===== config.mk =====
export PLATFORM = sky130hd
export DESIGN_NAME = uart_apb_arbiter
export DESIGN_NICKNAME = d
export VERILOG_FILES = /design/src/rtl/uart_apb_arbiter.sv
export SDC_FILE = /design/constraint.sdc
export NUM_CORES = 1
export LEC_CHECK = 0
export BUFFER_PORTS_ARGS = -buffer_cell sky130_fd_sc_hd__buf_2
export CAP_MARGIN = 20
export CORE_MARGIN = 5
export CORE_UTILIZATION = 44
export CTS_CLUSTER_SIZE = 30
export DETAILED_ROUTE_END_ITERATION = 8
export PLACE_DENSITY = 0.84
export SYNTH_ARGS = -nofsm -noshare
export SYNTH_HDL_FRONTEND = slang
export SYNTH_SLANG_ARGS = --single-unit

===== constraint.sdc =====
create_clock -name i_Pclk -period 1.7 [get_ports i_Pclk]
set_input_delay 0.255 -clock i_Pclk [delete_from_list [all_inputs] [get_ports i_Pclk]]
set_output_delay 0.255 -clock i_Pclk [all_outputs]
set_load 0.03 [all_outputs]

===== src/rtl/uart_apb_arbiter.sv =====
// uart_apb_arbiter: round-robin APB master sharing the UART's single APB
// slave port between two on-chip requesters, with an ACCESS-phase timeout.
//
// Ports:
//   i_Pclk, i_Reset            clock (rising edge), async active-high reset
//   i_Req0/1, i_Wr0/1          request (held until ack), 1 = write
//   i_Addr0/1, i_Wdata0/1      UART register select (00 status/01 TX/10 RX), write data
//   o_Ack0/1, o_Err0/1         one-cycle completion pulse, timeout flag with ack
//   o_Rdata0/1                 read data, valid from ack until next ack to that requester
//   o_Paddr..o_Pwdata          APB master outputs; i_Pready/i_Prdata from slave
//   o_Busy, o_Grant            not-idle flag, current/last owner index
module uart_apb_arbiter #(
    parameter int unsigned c_TIMEOUT   = 2000,
    parameter int unsigned c_TIMEOUT_W = 16
) (
    input  logic        i_Pclk,
    input  logic        i_Reset,
    input  logic        i_Req0,
    input  logic        i_Req1,
    input  logic        i_Wr0,
    input  logic        i_Wr1,
    input  logic [1:0]  i_Addr0,
    input  logic [1:0]  i_Addr1,
    input  logic [7:0]  i_Wdata0,
    input  logic [7:0]  i_Wdata1,
    output logic        o_Ack0,
    output logic        o_Ack1,
    output logic        o_Err0,
    output logic        o_Err1,
    output logic [7:0]  o_Rdata0,
    output logic [7:0]  o_Rdata1,
    output logic [31:0] o_Paddr,
    output logic        o_Psel,
    output logic        o_Penable,
    output logic        o_Pwrite,
    output logic [7:0]  o_Pwdata,
    input  logic        i_Pready,
    input  logic [7:0]  i_Prdata,
    output logic        o_Busy,
    output logic        o_Grant
);

    // Last ACCESS count value before abort; unused when the timeout is disabled.
    localparam logic [c_TIMEOUT_W-1:0] c_LIMIT = c_TIMEOUT_W'(c_TIMEOUT - 1);
    localparam logic c_TIMEOUT_EN = (c_TIMEOUT != 0);

    typedef enum logic [1:0] {
        IDLE   = 2'd0,
        SETUP  = 2'd1,
        ACCESS = 2'd2,
        DONE   = 2'd3
    } state_t;

    state_t                  r_state, state_nxt;
    logic [c_TIMEOUT_W-1:0]  r_cnt, cnt_nxt;
    logic                    r_prio, prio_nxt;   // 0 favours requester 0
    logic                    win;

    logic        ack0_nxt, ack1_nxt, err0_nxt, err1_nxt;
    logic [7:0]  rdata0_nxt, rdata1_nxt;
    logic [31:0] paddr_nxt;
    logic        psel_nxt, penable_nxt, pwrite_nxt, busy_nxt, grant_nxt;
    logic [7:0]  pwdata_nxt;

    // State and registered outputs.
    always_ff @(posedge i_Pclk or posedge i_Reset) begin
        if (i_Reset) begin
            r_state   <= IDLE;
            r_cnt     <= '0;
            r_prio    <= 1'b0;
            o_Ack0    <= 1'b0;
            o_Ack1    <= 1'b0;
            o_Err0    <= 1'b0;
            o_Err1    <= 1'b0;
            o_Rdata0  <= 8'h00;
            o_Rdata1  <= 8'h00;
            o_Paddr   <= 32'h0;
            o_Psel    <= 1'b0;
            o_Penable <= 1'b0;
            o_Pwrite  <= 1'b0;
            o_Pwdata  <= 8'h00;
            o_Busy    <= 1'b0;
            o_Grant   <= 1'b0;
        end else begin
            r_state   <= state_nxt;
            r_cnt     <= cnt_nxt;
            r_prio    <= prio_nxt;
            o_Ack0    <= ack0_nxt;
            o_Ack1    <= ack1_nxt;
            o_Err0    <= err0_nxt;
            o_Err1    <= err1_nxt;
            o_Rdata0  <= rdata0_nxt;
            o_Rdata1  <= rdata1_nxt;
            o_Paddr   <= paddr_nxt;
            o_Psel    <= psel_nxt;
            o_Penable <= penable_nxt;
            o_Pwrite  <= pwrite_nxt;
            o_Pwdata  <= pwdata_nxt;
            o_Busy    <= busy_nxt;
            o_Grant   <= grant_nxt;
        end
    end

    // Next state and next registered output values.
    always_comb begin
        state_nxt   = r_state;
        cnt_nxt     = r_cnt;
        prio_nxt    = r_prio;
        win         = 1'b0;
        ack0_nxt    = 1'b0;
        ack1_nxt    = 1'b0;
        err0_nxt    = 1'b0;
        err1_nxt    = 1'b0;
        rdata0_nxt  = o_Rdata0;
        rdata1_nxt  = o_Rdata1;
        paddr_nxt   = o_Paddr;
        psel_nxt    = 1'b0;
        penable_nxt = 1'b0;
        pwrite_nxt  = o_Pwrite;
        pwdata_nxt  = o_Pwdata;
        grant_nxt   = o_Grant;

        case (r_state)
            IDLE: begin
                if (i_Req0 || i_Req1) begin
                    // Pointer only matters when both request.
                    win        = (i_Req0 && i_Req1) ? r_prio : i_Req1;
                    grant_nxt  = win;
                    pwrite_nxt = win ? i_Wr1 : i_Wr0;
                    paddr_nxt  = {(win ? i_Addr1 : i_Addr0), 30'd0};
                    pwdata_nxt = win ? i_Wdata1 : i_Wdata0;
                    psel_nxt   = 1'b1;
                    state_nxt  = SETUP;
                end
            end
            SETUP: begin
                psel_nxt    = 1'b1;
                penable_nxt = 1'b1;
                state_nxt   = ACCESS;
            end
            ACCESS: begin
                cnt_nxt = r_cnt + c_TIMEOUT_W'(1);
                if (i_Pready) begin
                    // Pready beats a coincident timeout.
                    state_nxt = DONE;
                    ack0_nxt  = !o_Grant;
                    ack1_nxt  = o_Grant;
                    if (!o_Pwrite) begin
                        if (o_Grant) rdata1_nxt = i_Prdata;
                        else         rdata0_nxt = i_Prdata;
                    end
                end else if (c_TIMEOUT_EN && (r_cnt == c_LIMIT)) begin
                    state_nxt = DONE;
                    ack0_nxt  = !o_Grant;
                    ack1_nxt  = o_Grant;
                    err0_nxt  = !o_Grant;
                    err1_nxt  = o_Grant;
                    if (o_Grant) rdata1_nxt = 8'h00;
                    else         rdata0_nxt = 8'h00;
                end else begin
                    psel_nxt    = 1'b1;
                    penable_nxt = 1'b1;
                end
            end
            DONE: begin
                prio_nxt  = !o_Grant;
                cnt_nxt   = '0;
                state_nxt = IDLE;
            end
            default: state_nxt = IDLE;
        endcase

        busy_nxt = (state_nxt != IDLE);
    end

endmodule


Word level (Yosys, flattened, before mapping):

Index checks and enable logic that the tools add are counted.

* register bits after elaboration: 54
* input bits: 35
* output and inout bits: 65
* word-level logic and storage cells: 67

* add/subtract/negate cells: 1
* eq/ne operators: 5
* multiplexer cells: 34
* bitwise gates (word level): 1
* reduce and logical (&&, ||, !) cells: 10

Operator list (count)
* $mux 8: 11
* $pmux 16 s2: 1
* $add 16x1->16 const B: 1
* $eq 16x11->1 const B: 1
* $mux 1: 15
* $mux 2: 4
* $pmux 2 s4: 1
* $reduce_and 4->1: 2
* $reduce_bool 2->1: 3
* $eq 2x2->1 const B: 2
* $pmux 1 s3: 1
* $eq 2x1->1 const B: 1
* $logic_not 2->1: 1
* $ne 2x2->1 const B: 1
* $pmux 1 s2: 1
* $reduce_and 2->1: 1
* $logic_and 1x1->1: 1
* $logic_not 1->1: 1
* $logic_or 1x1->1: 1
* $not 1->1: 1

Longest topological paths before layout:

Gate-level depths: netlist of run 1.

* word-level depth: 5
* gate-level depth with buffers: 7

Worst setup path after synthesis of run 1:

Ideal clock, no wire load.

* path kind: reg-to-reg
* start point: register r_state[0]
* end point: register o_Rdata0[0]
* library setup time: 121 ps
* arrival: 1497 ps
* slack: 82 ps
* cell stages (with the launch flop): 7
* buffers on the path: 1
* period minus slack after synthesis: 1618 ps
* cells stage by stage: dfrtp_1 inv_1 ha_1 buf_2 nand2b_1 a211o_1 a22o_1

* longest elaborated chain between the ends: 2

Ends and longest elaborated chain
* start: declaration: RTL line 54 `state_t r_state, state_nxt;`
* start signal: assignment: RTL line 85 `r_state <= state_nxt;`
* $eq 2x2->1: RTL line 123 `case (r_state)`
* $reduce_and 4->1 (no source line)
* end signal: assignment: RTL line 92 `o_Rdata0 <= rdata0_nxt;`
* end: declaration: RTL line 30 `output logic [7:0] o_Rdata0,`

No other way between the ends.
A chain may end at the register's enable or synchronous reset.

Worst setup path after layout of run 1:

* start point: register r_cnt[14]
* end point: register o_Rdata0[2]

* longest elaborated chain between the ends: 3

Ends and longest elaborated chain
* start: declaration: RTL line 55 `logic [c_TIMEOUT_W-1:0] r_cnt, cnt_nxt;`
* start signal: assignment: RTL line 86 `r_cnt <= cnt_nxt;`
* $eq 16x11->1: RTL line 152 `end else if (c_TIMEOUT_EN && (r_cnt == c_LIMIT)) begin`
* $reduce_bool 2->1 (no source line)
* $reduce_and 4->1 (no source line)

No other way between the ends.

==> results of run 1 <==
critical path: stages, from the launching register on:
cell	delay (ps)
dfrtp_2	450
nor4_4	360
a41oi_4	210
a211o_4	360
a22o_1	190
state kept, by name, summed over array words and instances, names as in the netlist:
signal / cells
r_prio: 1
o_Rdata0: 8
o_Grant: 1
o_Rdata1: 8
o_Err0: 1
o_Err1: 1
o_Pwrite: 1
o_Ack1: 1
r_state: 2
o_Ack0: 1
o_Pwdata: 8
o_Psel: 1
o_Penable: 1
o_Busy: 1
o_Paddr: 2
r_cnt: 16
path summary, 6_finish.rpt:
check / end / slack [ps] / cells past startpoint
min in group asynchronous: o_Pwdata[5] / 510 / 3
worst min register to register: o_Pwdata[0] / 490 / 2
worst max-delay path: o_Rdata0[2] / 40 / 4
worst min-delay path: o_Rdata0[7] / 180 / 2
worst max register to register: o_Rdata0[2] / 40 / 4
max in group asynchronous: r_cnt[14] / 660 / 4
cell type report:
| class | instances | area, µm² | area share |
|---|---|---|---|
| Inverter | 7 | 26.28 | 0.007815 |
| Timing Repair Buffer | 97 | 583.1 | 0.1734 |
| Tap cell | 75 | 93.84 | 0.02791 |
| Clock buffer | 5 | 68.82 | 0.02047 |
| Multi-Input combinational cell | 179 | 1187 | 0.3532 |
| Sequential cell | 54 | 1355 | 0.4031 |
| Clock inverter | 3 | 47.55 | 0.01414 |
cells by family after synthesis:
logic type                 count (synthesis)  synth area share
AOI/OAI and AO/OA                         47            0.1281
xor gates and xnor gates                   9           0.02966
adders and majority gates                  5           0.02354
buffers and inverters                     43            0.1041
DFF                                       54            0.5085
muxes                                     14           0.05367
other                                      1          0.001411
and+or+nand+nor                           74            0.1511
power groups by stage:
| stage | combinational, mW | clock, mW | sequential, mW |
|---|---|---|---|
| after CTS | 2.55 | 0.903 | 1.97 |
| after detailed placement | 2.54 | 0 | 1.99 |
| after floorplan | 0.995 | 0 | 2.68 |
| final | 2.58 | 0.877 | 1.99 |
| after global routing | 2.78 | 0.949 | 2.04 |
| after global placement | 2.44 | 0 | 1.98 |
per-stage QoR:
stage	instance area, µm²	setup TNS (ps)	setup WS, ps	total power, mW	std cells
final	3362	0	37.08	5.441	420
after global routing	3362	-52.00	-21.85	5.769	420
after CTS	3307	0	2.393	5.428	418
after detailed placement	3168	-45.03	-31.59	4.525	409
after global placement	3168	0	47.81	4.424	409
after floorplan	2766	0	82.02	3.672	276
synthesized netlist by cell type, types with 3 or more instances:
master    number  area share
nor3_1         4      0.0075
ha_1           5       0.024
xnor2_1        6       0.020
buf_4         30       0.085
nand2_1       21       0.030
dfrtp_1       54        0.51
nand3_1        5      0.0094
nor2_1        22       0.031
mux2i_1       12       0.045
nand4_1        3      0.0071
inv_1          7      0.0099
o21ai_0       17       0.032
nor2b_1        3      0.0071
nand2b_1       4      0.0094
clkbuf_1       4      0.0056
xor2_1         3      0.0099
a22o_1        15       0.049
a21oi_1        7       0.013
per-layer routing:
| metal | vias to the layer above | share of wire | global-route usage |
|---|---|---|---|
| met5 | - | 0 | 0 |
| met4 | 0 | 0.011 | 0.05160 |
| met3 | 5 | 0.068 | 0.03293 |
| met2 | 70 | 0.52 | 0.2671 |
| met1 | 1007 | 0.40 | 0.2005 |
| li1 | 990 | - | - |
timing repair:
item / 4_1_cts / 5_1_grt
endpoints found under the hold margin: 19 / 0
setup endpoints to repair: 7 / 21
resized for setup: 3 / 9
setup buffers: 0 / 2
pin swaps: 0 / 4
hold buffers: 1 / 0
==> reports/metrics.cfg, run 1 <==
[pwr]
p_clk_frac=0.161
vdd_drop_max_mv=0.9271
power_frac_comb=0.474
p_int_mw=3.073
switchingPower_mw=2.369
power.density_mw_per_mm2=1619
p_leak_nw=1.723
p_sw_frac=0.4353
power_frac_seq=0.365

[routing]
drt-pass1-iter-count=4
first_iter_violations=72
dr_total_vias=2072
routed_wl_um=6069
wl_per_cell_um=14.45
via_per_inst=4.933
drcViolationCount=0
ant_nets=0

[setup_path]
startpoint=r_cnt[14]
cp_data_arrival_time_ps=1880
crit_required_ps=1910
cp-start-kind=flip-flop
critPathKind=flip-flop to flip-flop
crit_path_end_kind=flip-flop
r2r-start=r_cnt[14]
critPathMaxFanout=8

[placement]
dp_hpwl_um=4639
io_buffers=69
gp_congestion=0.8151

[logic_synthesis]
async_flop_share=1.000
synth_edf_count=0
yosys_warnings=0
netlist_area_mm2=0.002658
syn_avg_cell_area_um2=10.76
synth_flop_cell=dfrtp_1
synth_cell_types=36
syn_inst=247
ys_seq_elements=54
seq_area_frac_synth=0.5085

[floorplanning]
die_h_um=87.72
ios=100
rows=28
die_w_um=87.72
core_area_mm2=0.005886
initial_core_util=0.4515
dieArea_mm2=0.007694

[timing]
rsz0062_at_grt=true
hold_violations=0
max_freq_mhz=601.4
fin_skew_ps=9.404
setup_violations=0
slew_viol_final=0
fin_crit_ps=1663
min_period_over_period=0.9782
whs_ps=176.0

[final_layout]
drive_above_1_share=0.3594
num_antenna_cells=0
layout_common_cells=69 x buf_2, 51 x dfrtp_1, 30 x conb_1
fin_nets=384
syn_to_final_growth_pct=26.51
final_core_util=0.5712
final_common_cell=buf_2
fillers=494

[global_routing]
grt_pass1_vias=2054
gr-usage-all-layers=0.1573
grt-ovfl-total=0
grt_max_degree=26
grt_pass1_wl_um=9563
antenna_found_initial=0

[clock_tree]
cts_buffers=5
cts_max_path_buffers=2
clk_pin_slew_ps=100
clock_latency_ps=310
cts.sinks=54
h-tree-depth=2
cts_tree=built
cts_root_buf=clkbuf_8

[outcome]
status=complete, no violations

[worst_hold_path]
hp-class=primary input to flip-flop
hp-start=i_Prdata[7]

[run]
cap_violations=0

(Power assumes the default switching activity.)
==> inputs of run 2 (changes only) <==
- CORE_UTILIZATION: 44 -> 49
- PLACE_DENSITY: 0.84 -> 0.88
- clock period: 1.7 -> 1.6 ns (I/O delays scaled with it)
==> run 2 against run 1 <==
Against the previous run:
- the run now ends with setup timing left
- count of clock-buffer cells in the layout unchanged
- clock skew hardly changed
- register-to-register slack worse by 90 ps
- critical path depth up 1
- setup slack got worse by 93 ps
- final area up 4.4%
- final cell count up 1.7%
- wire length rose by 8.8%
- power grew 10%
==> reports/metrics.cfg, run 2 (synthesized netlist as in run 1, its figures left out) <==
[setup_path]
cp_num_cells=5
cp-start-kind=flip-flop
crit_required_ps=1820
crit_family=compound AO/OA/AOI/OAI gates
critPathMaxFanout=8
cp_data_arrival_time_ps=1870
slowest_stage=dfrtp_1
crit_path_end_kind=flip-flop
path_buf_inv=1
critPathKind=flip-flop to flip-flop
ff2ff_path_depth=5
reg2reg_slack_ps=-60
crit_chain=ha_4 -> buf_4 -> nand2b_1 -> a211o_4 -> a22o_1
cpPeakStageDelay_ps=470

[global_routing]
antenna_found_initial=0
grt_pass1_wl_um=10160
grt-ovfl-total=0
gr-usage-all-layers=0.1762
grt_max_degree=55
grt_pass1_vias=2192

[routing]
route.met2.wl_um=3436
routed_wl_um=6605
wl_met3_um=565
routed.top_layer=met4
wl_met1_um=2496
dr_total_vias=2199
drt-pass1-iter-count=4
drcViolationCount=0
first_iter_violations=135
ant_nets=0
via_per_inst=5.150
wl_per_cell_um=15.47

[clock_tree]
cts.sinks=54
clk_pin_slew_ps=100
cts_tree=built
cts_buffers=5
cts_root_buf=clkbuf_8
h-tree-depth=2
cts_max_path_buffers=2
clock_latency_ps=320

[placement]
post_dp_cell_area_mm2=0.003179
io_buffers=69
dp_slack_ps=-158.5
gp_congestion=0.7811
place_inst=408
dp_hpwl_um=4513

[pwr]
vdd_drop_max_mv=1.290
p_int_mw=3.354
p_leak_nw=1.804
p_clk_frac=0.158
power_frac_comb=0.485
p_sw_frac=0.4397
power.density_mw_per_mm2=1706
switchingPower_mw=2.632
power_frac_seq=0.357

[floorplanning]
initial_core_util=0.5138
dieArea_mm2=0.006996
rows=26
die_h_um=83.65
core_area_mm2=0.005172
die_w_um=83.65
ios=100

[timing]
hold_violations=0
setup_slack_ps=-56.32
fin_crit_ps=1656
rsz0062_at_grt=true
slew_viol_final=0
min_period_over_period=1.035
setup_violations=21
max_freq_mhz=603.7
final.setup.tns_ps=-793.8
whs_ps=156.7
fin_skew_ps=9.738

[final_layout]
num_antenna_cells=0
layout_common_cells=69 x buf_2, 54 x dfrtp_1, 37 x buf_4
drive_above_1_share=0.4118
largest_register=r_cnt
fillers=370
fin_nets=396
syn_to_final_growth_pct=32.01
stdcell_area_mm2=0.003508
fin_cells=427
final_common_cell=buf_2
largest_reg_flops=16

[worst_hold_path]
hp-class=primary input to flip-flop
hold-path-cell-count=2

[run]
cap_violations=0

[outcome]
failed_checks=setup timing
status=complete, but fails checks

[run 2: cell types whose count changed in the layout (fill, tap and decap cells not counted), moves of 3 or more]
cell and delta:
nor3_1 -4, dfrtp_1 +3, dfrtp_2 -3, nor3_2 +4
nor2_2 +3, nor2_1 -3, buf_4 +12
[run 2: worst paths after layout]
| path | from | to |
|---|---|---|
| worst max-delay path | r_state[1] | o_Rdata0[7] |
| worst min-delay path | i_Prdata[5] | o_Rdata1[5] |
| worst max register to register | r_state[1] | o_Rdata0[7] |
| worst min register to register | o_Pwdata[4] | o_Pwdata[4] |
| max in group asynchronous | i_Reset | r_cnt[6] |
| min in group asynchronous | i_Reset | o_Rdata0[0] |
[run 2: what timing repair did]
| item | in CTS | in global routing |
|---|---|---|
| gates resized for setup | 9 | 18 |
| pin swaps | 2 | 6 |
| setup buffers | 5 | 5 |
| endpoints found under the setup margin | 23 | 33 |
| hold endpoints to repair | 54 | 0 |
| hold buffers | 1 | 0 |
[run 2: stage by stage]
step           power (mW)    util
3_5_place_dp        4.790  0.6147
2_1_floorplan       3.911       -
3_3_place_gp        4.699  0.6147
6_report            5.985  0.6783
5_1_grt             6.301  0.6783
4_1_cts             5.807  0.6548
[run 2: metal layers]
metal  vias up  track usage
met5         -            0
met4         0      0.06433
met3        12      0.04344
met2       100       0.3051
met1      1070       0.2115
li1       1017            -
[run 2: cell type report]
| type | count | area (µm²) | area share |
|---|---|---|---|
| clock buffers | 5 | 68.82 | 0.01961 |
| repair buffers | 109 | 664.4 | 0.1894 |
| inverters | 7 | 26.28 | 0.007489 |
| flip-flops and latches | 54 | 1351 | 0.3852 |
| multi-input cells | 179 | 1262 | 0.3598 |
| well taps | 70 | 87.58 | 0.02496 |
| clock inverters | 3 | 47.55 | 0.01355 |
[run 2: power groups by stage]
stage / Sequential (mW) / Clock (mW) / Combinational, mW
2_1_floorplan: 2.84 / 0 / 1.07
3_3_place_gp: 2.11 / 0 / 2.59
3_5_place_dp: 2.11 / 0 / 2.68
4_1_cts: 2.11 / 0.951 / 2.75
5_1_grt: 2.19 / 0.998 / 3.11
6_report: 2.14 / 0.943 / 2.91
==> inputs of run 3 (changes only) <==
- REMOVE_ABC_BUFFERS: unset -> 1
==> run 3 against run 2 <==
Against the previous run:
- the run still ends with setup timing left
- die area stayed put
- setup slack worse by 80 ps
- sequential power hardly changed
- maximum frequency is 4.6% lower
- critical path depth is 1 higher
- first-iteration DRC count is 14% lower
- power is 4.1% lower
- critical endpoint is now r_cnt[13]
==> reports/metrics.cfg, run 3 (synthesized netlist as in run 1, its figures left out) <==
[clock_tree]
clock_latency_ps=320
cts_tree=built
h-tree-depth=2
cts_buffers=5
clk_pin_slew_ps=100
cts_max_path_buffers=2
cts.sinks=54
cts_root_buf=clkbuf_8

[final_layout]
largest_register=r_cnt
final_common_cell=buf_2
drive_above_1_share=0.4034
fin_nets=396
syn_to_final_growth_pct=30.98
largest_reg_flops=16
num_antenna_cells=0
fin_cells=427
fillers=383
layout_common_cells=69 x buf_2, 53 x dfrtp_1, 37 x buf_4

[floorplanning]
die_w_um=83.65
ios=100
die_h_um=83.65
core_area_mm2=0.005172
rows=26
initial_core_util=0.5138
dieArea_mm2=0.006996

[timing]
min_period_over_period=1.085
setup_violations=24
hold_violations=0
fin_crit_ps=1737
fin_skew_ps=8.975
rsz0062_at_grt=true
max_freq_mhz=575.8
setup_slack_ps=-136.7
final.setup.tns_ps=-1459
slew_viol_final=0

[worst_hold_path]
hp-class=primary input to flip-flop

[setup_path]
crit_family=simple AND/OR/NAND/NOR gates
crit_required_ps=1800
critPathMaxFanout=4
critPathKind=flip-flop to flip-flop
path_buf_inv=1
crit_path_end_kind=flip-flop
cp-start-kind=flip-flop
crit_chain=inv_2 -> ha_4 -> o211ai_4 -> nor4_4 -> nand3_2 -> mux2_4
cp_data_arrival_time_ps=1940
slowest_stage=dfrtp_1
cpPeakStageDelay_ps=420

[pwr]
vdd_drop_max_mv=1.037
p_leak_nw=1.802
power.density_mw_per_mm2=1649

[routing]
ant_nets=0
drcViolationCount=0
first_iter_violations=116
routed_wl_um=6688
via_per_inst=5.103
drt-pass1-iter-count=4
wl_per_cell_um=15.66
dr_total_vias=2179

[global_routing]
grt_pass1_wl_um=10580
grt-ovfl-total=0
gr-usage-all-layers=0.1854
grt_pass1_vias=2218
grt_max_degree=55
antenna_found_initial=0

[placement]
gp_congestion=0.8651
place_inst=410
io_buffers=69
dp_hpwl_um=4645

[outcome]
status=complete, but fails checks
failed_checks=setup timing

[run]
cap_violations=0

## run 3: timing repair
action,4_1_cts,5_1_grt
resized for setup,6,18
pin swaps,7,7
hold endpoints to repair,54,0
buffers inserted,3,6
hold buffers,1,0
endpoints found under the setup margin,26,31
## run 3: report_power, final
group	internal (mW)	total (mW)	switching (mW)
logic	1.02	2.84	1.82
registers	1.82	2.12	0.298
clock network	0.318	0.782	0.463
total	3.16	5.74	2.58
## run 3: path summary, 6_finish.rpt
kind	slack, ps	end	cells past startpoint	start
max	-140	r_cnt[13]	6	r_state[0]
min	150	o_Rdata0[4]	2	i_Prdata[4]
max reg2reg	-140	r_cnt[13]	6	r_state[0]
min reg2reg	490	o_Pwdata[7]	2	o_Pwdata[7]
max in group asynchronous	840	r_state[1]	4	i_Reset
min in group asynchronous	510	o_Rdata0[7]	4	i_Reset
## run 3: stage by stage
step / setup WS, ps / power (mW) / utilization / cell area, µm² / hold WS [ps]
floorplan: -361.1 / 3.818 / - / 2516 / 345.4
global placement: -27.26 / 4.711 / 0.6200 / 3207 / 307.9
detailed placement: -102.9 / 4.804 / 0.6200 / 3207 / 311.7
CTS: -53.86 / 5.609 / 0.6502 / 3363 / 151.3
global route: -202.2 / 6.075 / 0.6730 / 3481 / 154.5
finish: -136.7 / 5.739 / 0.6730 / 3481 / 152.0
## run 3: final cells by class
| cell class | count | area (µm²) | area share |
|---|---|---|---|
| clock inverter | 2 | 17.52 | 0.005032 |
| tap | 70 | 87.58 | 0.02516 |
| timing repair buffer | 109 | 673.1 | 0.1934 |
| clock buffer | 6 | 72.57 | 0.02085 |
| inverter | 7 | 26.28 | 0.007549 |
| multi-input combinational | 179 | 1251 | 0.3595 |
| sequential | 54 | 1353 | 0.3886 |
## run 3: layer usage
layer	up-vias	GRT usage	part of all wire
met2	104	0.3160	0.51
met4	0	0.06725	0.019
li1	1014	-	-
met1	1047	0.2273	0.40
met3	14	0.04541	0.070
met5	-	0	0
